===== config.mk =====
export PLATFORM = sky130hd
export DESIGN_NAME = ibex_instr_aligner
export DESIGN_NICKNAME = d
export VERILOG_FILES = /design/src/rtl/ibex_fetch_pkg.sv /design/src/rtl/ibex_instr_aligner.sv
export SDC_FILE = /design/constraint.sdc
export NUM_CORES = 1
export LEC_CHECK = 0
export CAP_MARGIN = 20
export CORE_MARGIN = 1.5
export CORE_UTILIZATION = 30
export CTS_CLUSTER_DIAMETER = 30
export CTS_CLUSTER_SIZE = 40
export DETAILED_ROUTE_END_ITERATION = 16
export GPL_TIMING_DRIVEN = 0
export PLACE_DENSITY_LB_ADDON = 0.1
export SLEW_MARGIN = 40
export SYNTH_ARGS = -nofsm -noshare
export SYNTH_HDL_FRONTEND = slang
export SYNTH_SLANG_ARGS = --single-unit

===== constraint.sdc =====
create_clock -name clk_i -period 5.09 [get_ports clk_i]
set_input_delay 1.527 -clock clk_i [delete_from_list [all_inputs] [get_ports clk_i]]
set_output_delay 1.527 -clock clk_i [all_outputs]
set_load 0.005 [all_outputs]

===== src/rtl/ibex_fetch_pkg.sv =====
// rtl/ibex_fetch_pkg.sv - shared fetch-side types and helpers for the IF stage
package ibex_fetch_pkg;

    localparam int HALF_W = 16;

    typedef struct packed {
        logic [31:0] instr;
        logic [31:0] pc;
        logic        is_compressed;
        logic        err;
    } fetch_instr_t;

    function automatic logic is_compressed(input logic [HALF_W-1:0] half);
        return half[1:0] != 2'b11;
    endfunction

endpackage


===== src/rtl/ibex_instr_aligner.sv =====
// rtl/ibex_instr_aligner.sv - splits/joins 32-bit fetch words into RV32IC instructions
module ibex_instr_aligner
    import ibex_fetch_pkg::*;
#(
    parameter bit ResetAll = 1'b0
) (
    input  logic        clk_i,
    input  logic        rst_ni,
    input  logic        flush_i,
    input  logic        in_valid_i,
    output logic        in_ready_o,
    input  logic [31:0] in_rdata_i,
    input  logic [31:0] in_addr_i,
    input  logic        in_err_i,
    input  logic        in_err_plus2_i,
    output logic        out_valid_o,
    input  logic        out_ready_i,
    output logic [31:0] out_instr_o,
    output logic [31:0] out_pc_o,
    output logic        out_is_compressed_o,
    output logic        out_err_o
);

    logic              hold_valid_q;
    logic [HALF_W-1:0] hold_half_q;
    logic [31:0]       hold_pc_q;
    logic              hold_err_q;

    logic [HALF_W-1:0] in_lo;
    logic [HALF_W-1:0] in_hi;
    fetch_instr_t      out_d;
    logic              out_valid;
    logic              in_ready;
    logic              hold_load;
    logic              hold_clear;
    logic [HALF_W-1:0] load_half;
    logic [31:0]       load_pc;
    logic              load_err;

    assign in_lo = in_rdata_i[15:0];
    assign in_hi = in_rdata_i[31:16];

    always_comb begin
        out_d      = '0;
        out_valid  = 1'b0;
        in_ready   = 1'b0;
        hold_load  = 1'b0;
        hold_clear = 1'b0;
        load_half  = '0;
        load_pc    = '0;
        load_err   = 1'b0;
        if (flush_i) begin
            // Drain the stale head word and forget any residual half.
            in_ready   = 1'b1;
            hold_clear = 1'b1;
        end else if (hold_valid_q) begin
            if (is_compressed(hold_half_q) || hold_err_q) begin
                // An erroring hold never waits on the next word.
                out_d.instr         = {16'b0, hold_half_q};
                out_d.pc            = hold_pc_q;
                out_d.is_compressed = 1'b1;
                out_d.err           = hold_err_q;
                out_valid           = 1'b1;
                hold_clear          = out_ready_i;
            end else begin
                out_d.instr = {in_lo, hold_half_q};
                out_d.pc    = hold_pc_q;
                out_d.err   = hold_err_q | in_err_i | in_err_plus2_i;
                out_valid   = in_valid_i;
                if (in_valid_i && out_ready_i) begin
                    in_ready  = 1'b1;
                    hold_load = 1'b1;
                    load_half = in_hi;
                    load_pc   = hold_pc_q + 32'd4;
                    load_err  = in_err_i;
                end
            end
        end else if (!in_addr_i[1]) begin
            out_d.pc  = in_addr_i;
            out_d.err = in_err_i;
            out_valid = in_valid_i;
            if (is_compressed(in_lo)) begin
                out_d.instr         = {16'b0, in_lo};
                out_d.is_compressed = 1'b1;
                if (in_valid_i && out_ready_i) begin
                    in_ready  = 1'b1;
                    hold_load = 1'b1;
                    load_half = in_hi;
                    load_pc   = in_addr_i + 32'd2;
                    load_err  = in_err_i;
                end
            end else begin
                out_d.instr = in_rdata_i;
                in_ready    = in_valid_i && out_ready_i;
            end
        end else begin
            out_d.instr = {16'b0, in_hi};
            out_d.pc    = in_addr_i;
            out_d.err   = in_err_i;
            if (is_compressed(in_hi)) begin
                out_d.is_compressed = 1'b1;
                out_valid           = in_valid_i;
                in_ready            = in_valid_i && out_ready_i;
            end else begin
                // Upper half starts a 32-bit instruction: park it, fetch the rest.
                in_ready  = 1'b1;
                hold_load = in_valid_i;
                load_half = in_hi;
                load_pc   = in_addr_i;
                load_err  = in_err_i;
            end
        end
    end

    always_ff @(posedge clk_i) begin
        if (!rst_ni) begin
            hold_valid_q <= 1'b0;
            hold_err_q   <= 1'b0;
        end else if (hold_load) begin
            hold_valid_q <= 1'b1;
            hold_err_q   <= load_err;
        end else if (hold_clear) begin
            hold_valid_q <= 1'b0;
        end
    end

    always_ff @(posedge clk_i) begin
        if (!rst_ni && ResetAll) begin
            hold_half_q <= '0;
            hold_pc_q   <= '0;
        end else if (rst_ni && hold_load) begin
            hold_half_q <= load_half;
            hold_pc_q   <= load_pc;
        end
    end

    assign out_valid_o         = rst_ni & out_valid;
    assign in_ready_o          = rst_ni & in_ready;
    assign out_instr_o         = out_d.instr;
    assign out_pc_o            = out_d.pc;
    assign out_is_compressed_o = out_d.is_compressed;
    assign out_err_o           = out_d.err;

endmodule


## Word-level counts from Yosys, hierarchy flattened

Cells that the tools add are included.

- Bits in registers: 50
- Word-level logic and storage cells: 68
- Bits of input ports: 71

- Bitwise gates (word level): 4
- Mux-type cells: 51
- Reduce and logical (&&, ||, !) cells: 4
- Add/subtract/negate cells: 2
- Eq/ne operators: 3

Operator list:

| operator | count |
|---|---|
| 32-bit 2-to-1 mux | 8 |
| 66-bit 2-to-1 mux | 3 |
| 16-bit 2-to-1 mux | 6 |
| 64-bit 2-to-1 mux | 1 |
| 1-bit 2-to-1 mux | 33 |
| 32-bit by 2-bit adder with 32-bit output, second input constant | 1 |
| 32-bit by 3-bit adder with 32-bit output, second input constant | 1 |
| 2-bit inequality test, second input constant | 3 |
| 1-bit AND | 2 |
| 1-bit logical AND | 2 |
| 1-bit bitwise OR | 2 |
| 2-bit nonzero test | 1 |
| 1-bit logical OR | 1 |

## Longest topological paths before layout

Gate-level depths: netlist (run 1).

- Depth after elaboration: 7
- Gate-level depth with buffers: 7

## Worst setup path before layout (run 1)

OpenSTA, ideal clock, no wires.

- Kind: in2reg
- From: input in_rdata_i[0]
- To: register hold_half_q[0] (enable)
- Stages on the path: 6
- Required time: 4.680 ns
- Data arrival time: 3.960 ns
- Library setup time: 0.410 ns
- Setup slack: 0.720 ns
- Path buffers: 1
- Cell sequence: and2_1 or4_1 clkbuf_1 a31oi_2 o21a_1 and2_1

- Longest elaborated chain between the ends: 6

RTL lines:

| element | RTL line | text |
|---|---|---|
| from (decl) | ibex_instr_aligner.sv:12 | `input logic [31:0] in_rdata_i,` |
| 2-bit inequality test | ibex_fetch_pkg.sv:14 | `return half[1:0] != 2'b11;` |
| 1-bit 2-to-1 mux | ibex_instr_aligner.sv:82 | `if (is_compressed(in_lo)) begin` |
| 1-bit 2-to-1 mux | ibex_instr_aligner.sv:78 | `end else if (!in_addr_i[1]) begin` |
| 1-bit 2-to-1 mux | ibex_instr_aligner.sv:56 | `end else if (hold_valid_q) begin` |
| 1-bit 2-to-1 mux | ibex_instr_aligner.sv:52 | `if (flush_i) begin` |
| 1-bit logical AND | ibex_instr_aligner.sv:131 | `end else if (rst_ni && hold_load) begin` |
| to (signal assigned) | ibex_instr_aligner.sv:132 | `hold_half_q <= load_half;` |
| to (decl) | ibex_instr_aligner.sv:25 | `logic [HALF_W-1:0] hold_half_q;` |

No other way between the ends.
A chain may end at the register's enable or synchronous reset.

## Worst setup path in the final report (run 1)

- From: input in_rdata_i[0]
- To: output out_instr_o[24]

- Longest elaborated chain between the ends: 5

RTL lines:

| element | RTL line | text |
|---|---|---|
| 2-bit inequality test | ibex_fetch_pkg.sv:14 |  |
| 32-bit 2-to-1 mux | ibex_instr_aligner.sv:82 |  |
| 66-bit 2-to-1 mux | ibex_instr_aligner.sv:78 |  |
| 66-bit 2-to-1 mux | ibex_instr_aligner.sv:56 |  |
| 66-bit 2-to-1 mux | ibex_instr_aligner.sv:52 |  |
| to (decl) | ibex_instr_aligner.sv:18 | `output logic [31:0] out_instr_o,` |

No other way between the ends.

==> impl_metrics.env, run 1 <==
export IMPL_fmax_mhz=203
export IMPL_finalSetupViolations=0
export IMPL_hold_viol_final=0
export IMPL_start_util=0.312
export IMPL_ant_nets=0
export IMPL_die_w_um=124
export IMPL_layout_drive_gt1_share=0.0455
export IMPL_die_area_um2=15300
export IMPL_drv_cap=0
export IMPL_endpoint_kind="primary output"
export IMPL_whs_path_depth=2
export IMPL_synthTopCellsByArea="edfxtp_1 (33%), mux2i_1 (11%), nor2_1 (8.5%)"
export IMPL_layout_commonest_cell="clkdlybuf4s50_1"
export IMPL_ir_drop_mv=0.126
export IMPL_critPathLaunchType="input port"
export IMPL_die_h_um=124
export IMPL_coreArea_um2=14000
export IMPL_ctsHoldBuffers=0
export IMPL_vias=4713
export IMPL_track_usage=0.206
export IMPL_mostFrequentLayoutCells="clkdlybuf4s50_1 (135), nor2_1 (98), mux2i_1 (50)"
export IMPL_reg2reg_to="hold_pc_q[2]"
export IMPL_netlist_instances=534
export IMPL_ys_flop_type="edfxtp_1"
export IMPL_utilization=0.441
export IMPL_syn_cell_area_um2=4370
export IMPL_clockRootBuffer="clkbuf_16"
export IMPL_cts_htree_levels=2
export IMPL_routed_wl_um=15600
export IMPL_clk_latency_ns=0.30
export IMPL_dp_hpwl_um=11700
export IMPL_syn_avg_cell_area_um2=8.19
export IMPL_final_nets=754
export IMPL_ys_ff_latch=50
export IMPL_drt_iter0_markers=370
export IMPL_wire_per_inst_um=18.1
export IMPL_worst_pin_slew_ns=0.732
export IMPL_rr_worst_depth=7
export IMPL_yosysTopAreaCell="edfxtp_1"
export IMPL_numPortBuffers=137
export IMPL_cts_tree="yes"
export IMPL_viasPerCell=5.47
export IMPL_first_global_vias=4611
export IMPL_ys_seq_area_frac=0.339
export IMPL_crit_type="input port to primary output"
export IMPL_drc_errors=0
export IMPL_drtPass1Iterations=5
export IMPL_grt_max_degree=29
export IMPL_path_clk_slew_ns=0.06
export IMPL_synthDistinctLibCells=52
export IMPL_power_density_nw_per_um2=173
export IMPL_rsz0062_at_grt="false"
export IMPL_cts_buffers=5
export IMPL_synth_edf_count=48
export IMPL_reg2reg_from="hold_valid_q"
export IMPL_maxSlewHeadroom=0.508
export IMPL_grt_ovfl_total=0
export IMPL_synth_top_area_frac=0.330
export IMPL_p_leak_uw=0.00198
export IMPL_gp_congestion=0.814
export IMPL_max_clock_path_buffers=2
export IMPL_antenna_found_initial=1
export IMPL_ys_warn_count=0
export IMPL_hold_path_class="register to register"
export IMPL_clock_sinks=50
export IMPL_rrSetupSlack_ns=2.19
export IMPL_async_reset_ff_frac=0
export IMPL_arrival_ns=3.40
export IMPL_io_pins=139
export IMPL_min_to="hold_err_q"
export IMPL_slew_violations=0
export IMPL_syn_nets=608
export IMPL_critPathMaxFanout=10
export IMPL_status="finished, final reports clean"
export IMPL_fin_crit_sh=0.968
export IMPL_min_from="hold_err_q"
export IMPL_required_ns=3.56
export IMPL_num_rows=43
export IMPL_grt_pass1_wl_um=24500
export IMPL_skew_ns=0.0124
export IMPL_fillers=1378
export IMPL_worst_hold_slack_ns=0.481
export IMPL_fin_crit_ns=4.93
export IMPL_area_growth_pct=41.6
-- registers in the layout (all words and copies together), names as in the netlist --
register      count
hold_err_q        1
hold_pc_q        32
hold_half_q      16
hold_valid_q      1
-- area by class of cell --
type | instances | area, µm² | area share
Timing Repair Buffer | 139 | 1400 | 0.225
Inverter | 6 | 22.5 | 0.00364
Multi-Input combinational cell | 439 | 2740 | 0.442
Buffer | 39 | 189 | 0.0305
Sequential cell | 50 | 1480 | 0.239
Clock inverter | 2 | 10.0 | 0.00162
Antenna cell | 1 | 2.50 | 0.000404
Clock buffer | 6 | 129 | 0.0208
Tap cell | 180 | 225 | 0.0364
-- worst max path at each step --
stage	slack [ns]	startpoint	cells past startpoint	to
after floorplan	0.72	in_rdata_i[0]	6	hold_half_q[0]
after global placement	-0.88	in_addr_i[1]	7	hold_pc_q[8]
after detailed placement	-0.60	in_rdata_i[0]	7	out_instr_o[23]
after CTS	0.06	in_rdata_i[0]	7	out_instr_o[24]
after global routing	0.03	in_rdata_i[0]	7	out_instr_o[31]
final	0.16	in_rdata_i[0]	7	out_instr_o[24]
-- synth_stat cells (all sizes together), types with 4 or more instances --
cell	n
xnor2	22
nand4	12
o21a	4
edfxtp	48
mux2i	50
buf	16
inv	6
nor4	18
clkbuf	23
nand3	16
and2	21
and3	5
a22oi	21
a21oi	27
nor2	99
nand2	40
or3	6
o211ai	5
or4	6
and4	5
o21ai	21
nor3	11
a31oi	11
nand2b	4
-- through the flow --
stage | power [µW] | area (µm²) | instances | setup slack (ns) | TNS, ns
floorplan | 568 | 4370 | 534 | 0.720 | 0
global placement | 727 | 5970 | 851 | -0.877 | -52.01
detailed placement | 729 | 6000 | 852 | -0.604 | -11.64
CTS | 1080 | 6190 | 861 | 0.0579 | 0
global route | 1120 | 6190 | 861 | 0.0293 | 0
finish | 1070 | 6190 | 862 | 0.162 | 0
-- power by group --
| part | leakage (µW) | switching, µW | internal [µW] | total [µW] |
|---|---|---|---|---|
| clock network | 0.0000706 | 165 | 182 | 346 |
| registers | 0.000463 | 3.12 | 452 | 456 |
| logic | 0.00144 | 125 | 143 | 268 |
-- layer usage --
metal  share of wire  GRT usage  up-vias
met1            0.45      0.274     2274
li1                -          -     2269
met2            0.47      0.347      155
met4           0.012     0.0503        0
met3           0.069     0.0380       15
met5               0          0        -
-- worst max-delay path: stages --
cell and delay [ns]:
clkdlybuf4s50_1 0.51, and2_4 0.20, nor3b_4 0.20, buf_4 0.21, a22oi_1 0.10, nor2_1 0.12, clkdlybuf4s50_1 0.52
-- logic make-up (layout without fill, tap and decap cells) --
family                   after synthesis  after routing  share of synthesized area
AO/OA/AOI/OAI                        109            109                      0.161
XOR/XNOR                              23             23                     0.0461
adder cells (fa/ha/maj)                3              3                    0.00858
buffers and inverters                 45            192                     0.0406
flip-flops                            50             50                      0.339
multiplexers                          50             50                      0.114
other                                  0              1                          0
AND/OR/NAND/NOR                      254            254                      0.290
-- what timing repair did --
action / in CTS / in global routing
buffers inserted: 1 / 0
setup endpoints to repair: 34 / 7
resized for setup: 17 / 3
(Power assumes the default switching activity.)
==> inputs of run 2 (changes only) <==
--- a/config.mk
+++ b/config.mk
@@ -6,7 +6,6 @@
 export NUM_CORES = 1
 export LEC_CHECK = 0
 export CAP_MARGIN = 20
-export CORE_MARGIN = 1.5
 export CORE_UTILIZATION = 30
 export CTS_CLUSTER_DIAMETER = 30
 export CTS_CLUSTER_SIZE = 40
==> run 2 against run 1 <==
- via count shrank 1.6%
- total power grew 0.32%
- clock-buffer cell count is the same
- die area is 1.6% lower
- clock skew decreased by 0.0033 ns
- critical path type unchanged
- critical endpoint is now out_instr_o[31]
==> impl_metrics.env, run 2 (synthesis results as in run 1) <==
export IMPL_crit_type="input port to primary output"
export IMPL_min_from="hold_err_q"
export IMPL_path_clk_slew_ns=0.07
export IMPL_fmax_mhz=202
export IMPL_skew_ns=0.00913
export IMPL_largest_reg_flops=32
export IMPL_endpoint_kind="primary output"
export IMPL_rr_worst_depth=7
export IMPL_grt_max_degree=27
export IMPL_die_area_um2=15100
export IMPL_p_leak_uw=0.00198
export IMPL_grt_pass1_wl_um=24900
export IMPL_dp_hpwl_um=11700
export IMPL_power_density_nw_per_um2=173
export IMPL_ant_nets=0
export IMPL_fillers=1413
export IMPL_die_h_um=123
export IMPL_routed_wl_um=15700
export IMPL_regArea_um2=1480
export IMPL_cts_tree="yes"
export IMPL_multi_input_comb_area_um2=2740
export IMPL_slew_violations=0
export IMPL_cts_buffers=5
export IMPL_final_nets=754
export IMPL_clockRootBuffer="clkbuf_16"
export IMPL_ir_drop_mv=0.112
export IMPL_max_clock_path_buffers=2
export IMPL_wire_per_inst_um=18.2
export IMPL_critPathLaunchType="input port"
export IMPL_worstPathCellList="clkdlybuf4s50_1, and2_4, nor3b_4, buf_4, a22oi_1, nor2_1, clkdlybuf4s50_1"
export IMPL_worst_pin_slew_ns=0.792
export IMPL_drc_errors=0
export IMPL_drt_iter0_markers=330
export IMPL_die_w_um=123
export IMPL_maxSlewHeadroom=0.468
export IMPL_arrival_ns=3.43
export IMPL_track_usage=0.215
export IMPL_gp_congestion=0.816
export IMPL_rrSetupSlack_ns=2.16
export IMPL_cp_common_cell="clkdlybuf4s50_1"
export IMPL_num_rows=43
export IMPL_cts_htree_levels=2
export IMPL_numPortBuffers=137
export IMPL_antenna_found_initial=0
export IMPL_vias=4637
export IMPL_reg2reg_to="hold_half_q[7]"
export IMPL_critPathSlowestCell="clkdlybuf4s50_1"
export IMPL_hold_path_class="register to register"
export IMPL_largest_register="hold_pc_q"
export IMPL_coreArea_um2=14000
export IMPL_utilization=0.441
export IMPL_drtPass1Iterations=5
export IMPL_ctsHoldBuffers=0
export IMPL_hold_viol_final=0
export IMPL_fin_crit_ns=4.96
export IMPL_status="finished, final reports clean"
export IMPL_antenna_cells=0
export IMPL_min_to="hold_err_q"
export IMPL_reg2reg_from="hold_valid_q"
export IMPL_slowest_delay_ns=0.54
export IMPL_start_util=0.312
export IMPL_drv_cap=0
export IMPL_dp_cells=852
export IMPL_grt_ovfl_total=0
export IMPL_layout_commonest_cell="clkdlybuf4s50_1"
export IMPL_critPathMaxFanout=7
export IMPL_clock_sinks=50
export IMPL_rsz0062_at_grt="false"
export IMPL_finalSetupViolations=0
export IMPL_whs_path_depth=2
export IMPL_fin_crit_sh=0.974
export IMPL_clk_latency_ns=0.31
export IMPL_instances_no_fill=861
export IMPL_mostFrequentLayoutCells="clkdlybuf4s50_1 (135), nor2_1 (98), mux2i_1 (50)"
export IMPL_io_pins=139
export IMPL_layout_drive_gt1_share=0.0455
export IMPL_required_ns=3.56
export IMPL_first_global_vias=4607
export IMPL_reg_top3="hold_pc_q x32, hold_half_q x16"
export IMPL_viasPerCell=5.39
export IMPL_area_growth_pct=41.6
## run 2: cell types whose count changed in the layout (fill, tap and decap cells not counted), sizes merged
cell,before,now
dlymetal6s2s,0,1
dlygate4sd2,2,1
diode,1,0
## run 2: final cells by class
cell class	count	area share
flip-flops and latches	50	0.239
plain buffers	39	0.0299
repair buffers	139	0.226
inverters	6	0.00363
clock buffers	6	0.0208
multi-input cells	439	0.443
well taps	180	0.0363
clock inverters	2	0.00141
## run 2: worst max-delay path: cells and delay by family
kind | cells | cell delay (ns)
AO/OA/AOI/OAI | 1 | 0.10
AND/OR/NAND/NOR | 3 | 0.55
buffers and inverters | 3 | 1.25
## run 2: metrics by stage
step	hold WS, ns	instance area [µm²]	setup TNS (ns)	total power (µW)	worst slack (ns)
2_1_floorplan	0.443	4370	0	568	0.720
3_3_place_gp	0.468	5970	-52.44	727	-0.885
3_5_place_dp	0.478	6000	-12.14	730	-0.593
4_1_cts	0.487	6180	0	1080	0.0339
5_1_grt	0.507	6200	0	1120	0.00162
6_report	0.483	6200	0	1070	0.134
## run 2: worst max-delay path by stage
stage	from	to	slack (ns)	cells past startpoint
6_report	in_rdata_i[0]	out_instr_o[31]	0.13	7
3_5_place_dp	in_rdata_i[0]	out_instr_o[23]	-0.59	7
2_1_floorplan	in_rdata_i[0]	hold_half_q[0]	0.72	6
4_1_cts	in_rdata_i[16]	out_is_compressed_o	0.03	6
3_3_place_gp	in_addr_i[1]	hold_pc_q[8]	-0.89	7
5_1_grt	in_valid_i	in_ready_o	0.002	6
## run 2: what timing repair did
action,CTS,global route
resized for setup,14,6
endpoints found under the setup margin,34,8
setup buffers,1,0
## run 2: power by group
group	total, µW	internal [µW]	switching [µW]	leakage, µW
combinational	269	143	126	0.00145
clock	349	181	168	0.0000683
sequential	456	452	3.15	0.000463
## run 2: per-layer routing
layer,vias up,GRT usage,routed length [µm],part of all wire
li1,2267,-,-,-
met1,2240,0.284,7350,0.47
met2,118,0.364,7470,0.48
met3,12,0.0414,704,0.045
met4,0,0.0412,153,0.0098
met5,-,0,0,0
==> inputs of run 3 (changes only) <==
--- a/config.mk
+++ b/config.mk
@@ -7,6 +7,7 @@
 export LEC_CHECK = 0
 export CAP_MARGIN = 20
 export CORE_UTILIZATION = 30
+export CTS_BUF_LIST = sky130_fd_sc_hd__clkbuf_4
 export CTS_CLUSTER_DIAMETER = 30
 export CTS_CLUSTER_SIZE = 40
 export DETAILED_ROUTE_END_ITERATION = 16
==> run 3 against run 2 <==
- critical endpoint is now in_ready_o
- final area is 1.3% lower
- utilization is 0.57 points lower
- die area stayed put
- cell count is 0.12% higher
- register-to-register slack hardly changed
==> impl_metrics.env, run 3 (synthesis results as in run 1) <==
export IMPL_fin_crit_ns=5.01
export IMPL_slew_violations=0
export IMPL_critPathLaunchType="input port"
export IMPL_mostFrequentLayoutCells="clkdlybuf4s50_1 (135), nor2_1 (98), mux2i_1 (50)"
export IMPL_pre_cts_ws_ns=-0.593
export IMPL_cts_htree_levels=2
export IMPL_gp_congestion=0.816
export IMPL_slowest_delay_ns=0.55
export IMPL_die_area_um2=15100
export IMPL_fin_tns_setup_ns=0
export IMPL_start_util=0.312
export IMPL_skew_ns=0.0214
export IMPL_max_clock_path_buffers=2
export IMPL_ir_drop_mv=0.0972
export IMPL_largest_register="hold_pc_q"
export IMPL_drtPass1Iterations=5
export IMPL_vias=4656
export IMPL_area_growth_pct=39.8
export IMPL_hold_path_class="register to register"
export IMPL_antenna_found_initial=1
export IMPL_p_leak_uw=0.00195
export IMPL_clockRootBuffer="clkbuf_4"
export IMPL_required_ns=3.56
export IMPL_power_density_nw_per_um2=153
export IMPL_cts_buffers=5
export IMPL_fin_ws_ns=0.0830
export IMPL_finalSetupViolations=0
export IMPL_cp_common_cell="clkdlybuf4s50_1"
export IMPL_drv_cap=0
export IMPL_drt_iter0_markers=335
export IMPL_p_clk_frac=0.226
export IMPL_wire_per_inst_um=18.1
export IMPL_p_int_uw=653
export IMPL_die_w_um=123
export IMPL_layout_drive_gt1_share=0.0485
export IMPL_die_h_um=123
export IMPL_cts_tree="yes"
export IMPL_status="finished, final reports clean"
export IMPL_dp_hpwl_um=11700
export IMPL_fillers=1421
export IMPL_worstPathCellList="clkdlybuf4s50_1, nand2_1, o21ai_1, a21oi_1, nor2b_1, clkdlybuf4s50_1"
export IMPL_grt_ovfl_total=0
export IMPL_drc_errors=0
export IMPL_rsz0062_at_grt="false"
export IMPL_swShare=0.302
export IMPL_maxSlewHeadroom=0.510
export IMPL_first_global_vias=4616
export IMPL_path_buf_inv=2
export IMPL_combPwrFrac=0.288
export IMPL_hold_viol_final=0
export IMPL_critPathMaxFanout=6
export IMPL_fin_crit_sh=0.984
export IMPL_numPortBuffers=137
export IMPL_critPathSlowestCell="clkdlybuf4s50_1"
export IMPL_power_share_sequential=0.486
export IMPL_largest_reg_flops=32
export IMPL_p_sw_uw=283
export IMPL_ctsHoldBuffers=0
export IMPL_grt_max_degree=27
export IMPL_crit_type="input port to primary output"
export IMPL_layout_commonest_cell="clkdlybuf4s50_1"
export IMPL_arrival_ns=3.48
export IMPL_num_rows=43
export IMPL_cpLargestDelayFamily="buffers and inverters"
export IMPL_final_nets=754
export IMPL_coreArea_um2=14000
export IMPL_endpoint_kind="primary output"
export IMPL_clk_latency_ns=0.43
export IMPL_io_pins=139
export IMPL_ant_nets=0
export IMPL_worst_pin_slew_ns=0.729
export IMPL_fmax_mhz=200
export IMPL_routed_wl_um=15600
export IMPL_viasPerCell=5.40
export IMPL_grt_pass1_wl_um=24900
export IMPL_track_usage=0.216
export IMPL_worst_hold_slack_ns=0.495
export IMPL_clock_sinks=50
export IMPL_path_clk_slew_ns=0.16
export IMPL_reg_top3="hold_pc_q x32, hold_half_q x16"
export IMPL_total_power_uw=937
==> run 3: cell types whose count changed in the layout (fill, tap and decap cells not counted) <==
cell,previous run,this run
diode_2,0,1
clkbuf_2,0,1
clkbuf_4,1,7
clkbuf_1,21,19
clkbuf_16,5,0
==> run 3: path summary, 6_finish.rpt <==
kind	startpoint	endpoint	slack (ns)	depth (start not counted)
max	in_valid_i	in_ready_o	0.08	6
max reg2reg	hold_valid_q	hold_half_q[7]	2.16	7
min	hold_err_q	hold_err_q	0.49	2
min reg2reg	hold_err_q	hold_err_q	0.49	2
==> run 3: cell type report <==
cell class,count,area [µm²],area share
clock inverters,2,8.76,0.00143
diodes,1,2.50,0.000409
multi-input cells,439,2740,0.449
flip-flops and latches,50,1480,0.242
plain buffers,39,186,0.0305
clock buffers,6,45.0,0.00736
well taps,180,225,0.0368
inverters,6,22.5,0.00368
repair buffers,139,1400,0.229
==> run 3: per-stage QoR <==
stage               instances  utilization  area [µm²]
floorplan                 534            -        4370
global placement          851        0.425        5970
detailed placement        852        0.427        6000
CTS                       861        0.434        6100
global route              862        0.436        6120
finish                    862        0.436        6120
==> run 3: power groups by stage <==
| stage | sequential (µW) | clock, µW | combinational, µW |
|---|---|---|---|
| after detailed placement | 465 | 0 | 265 |
| final | 456 | 212 | 269 |
| after global placement | 465 | 0 | 262 |
| after global routing | 456 | 230 | 294 |
| after floorplan | 464 | 0 | 104 |
| after CTS | 456 | 216 | 270 |
==> run 3: what timing repair did <==
action | 4_1_cts | 5_1_grt
gates resized for setup | 14 | 8
endpoints found under the setup margin | 34 | 9
buffers inserted | 1 | 0
==> run 3: routing by layer <==
layer | up-vias | GRT usage | share of wire | wire (µm)
li1 | 2269 | - | - | -
met1 | 2246 | 0.285 | 0.47 | 7280
met2 | 130 | 0.362 | 0.48 | 7440
met3 | 11 | 0.0428 | 0.049 | 765
met4 | 0 | 0.0457 | 0.0090 | 140
met5 | - | 0 | 0 | 0
==> run 3: worst register-to-register path: stages, from the launching register on <==
cell and delay [ns]:
dfxtp_1 0.33, clkbuf_1 0.18, or4_1 0.55, clkbuf_1 0.20
a31oi_2 0.45, o21a_1 0.25, and2_4 0.40, buf_12 0.25
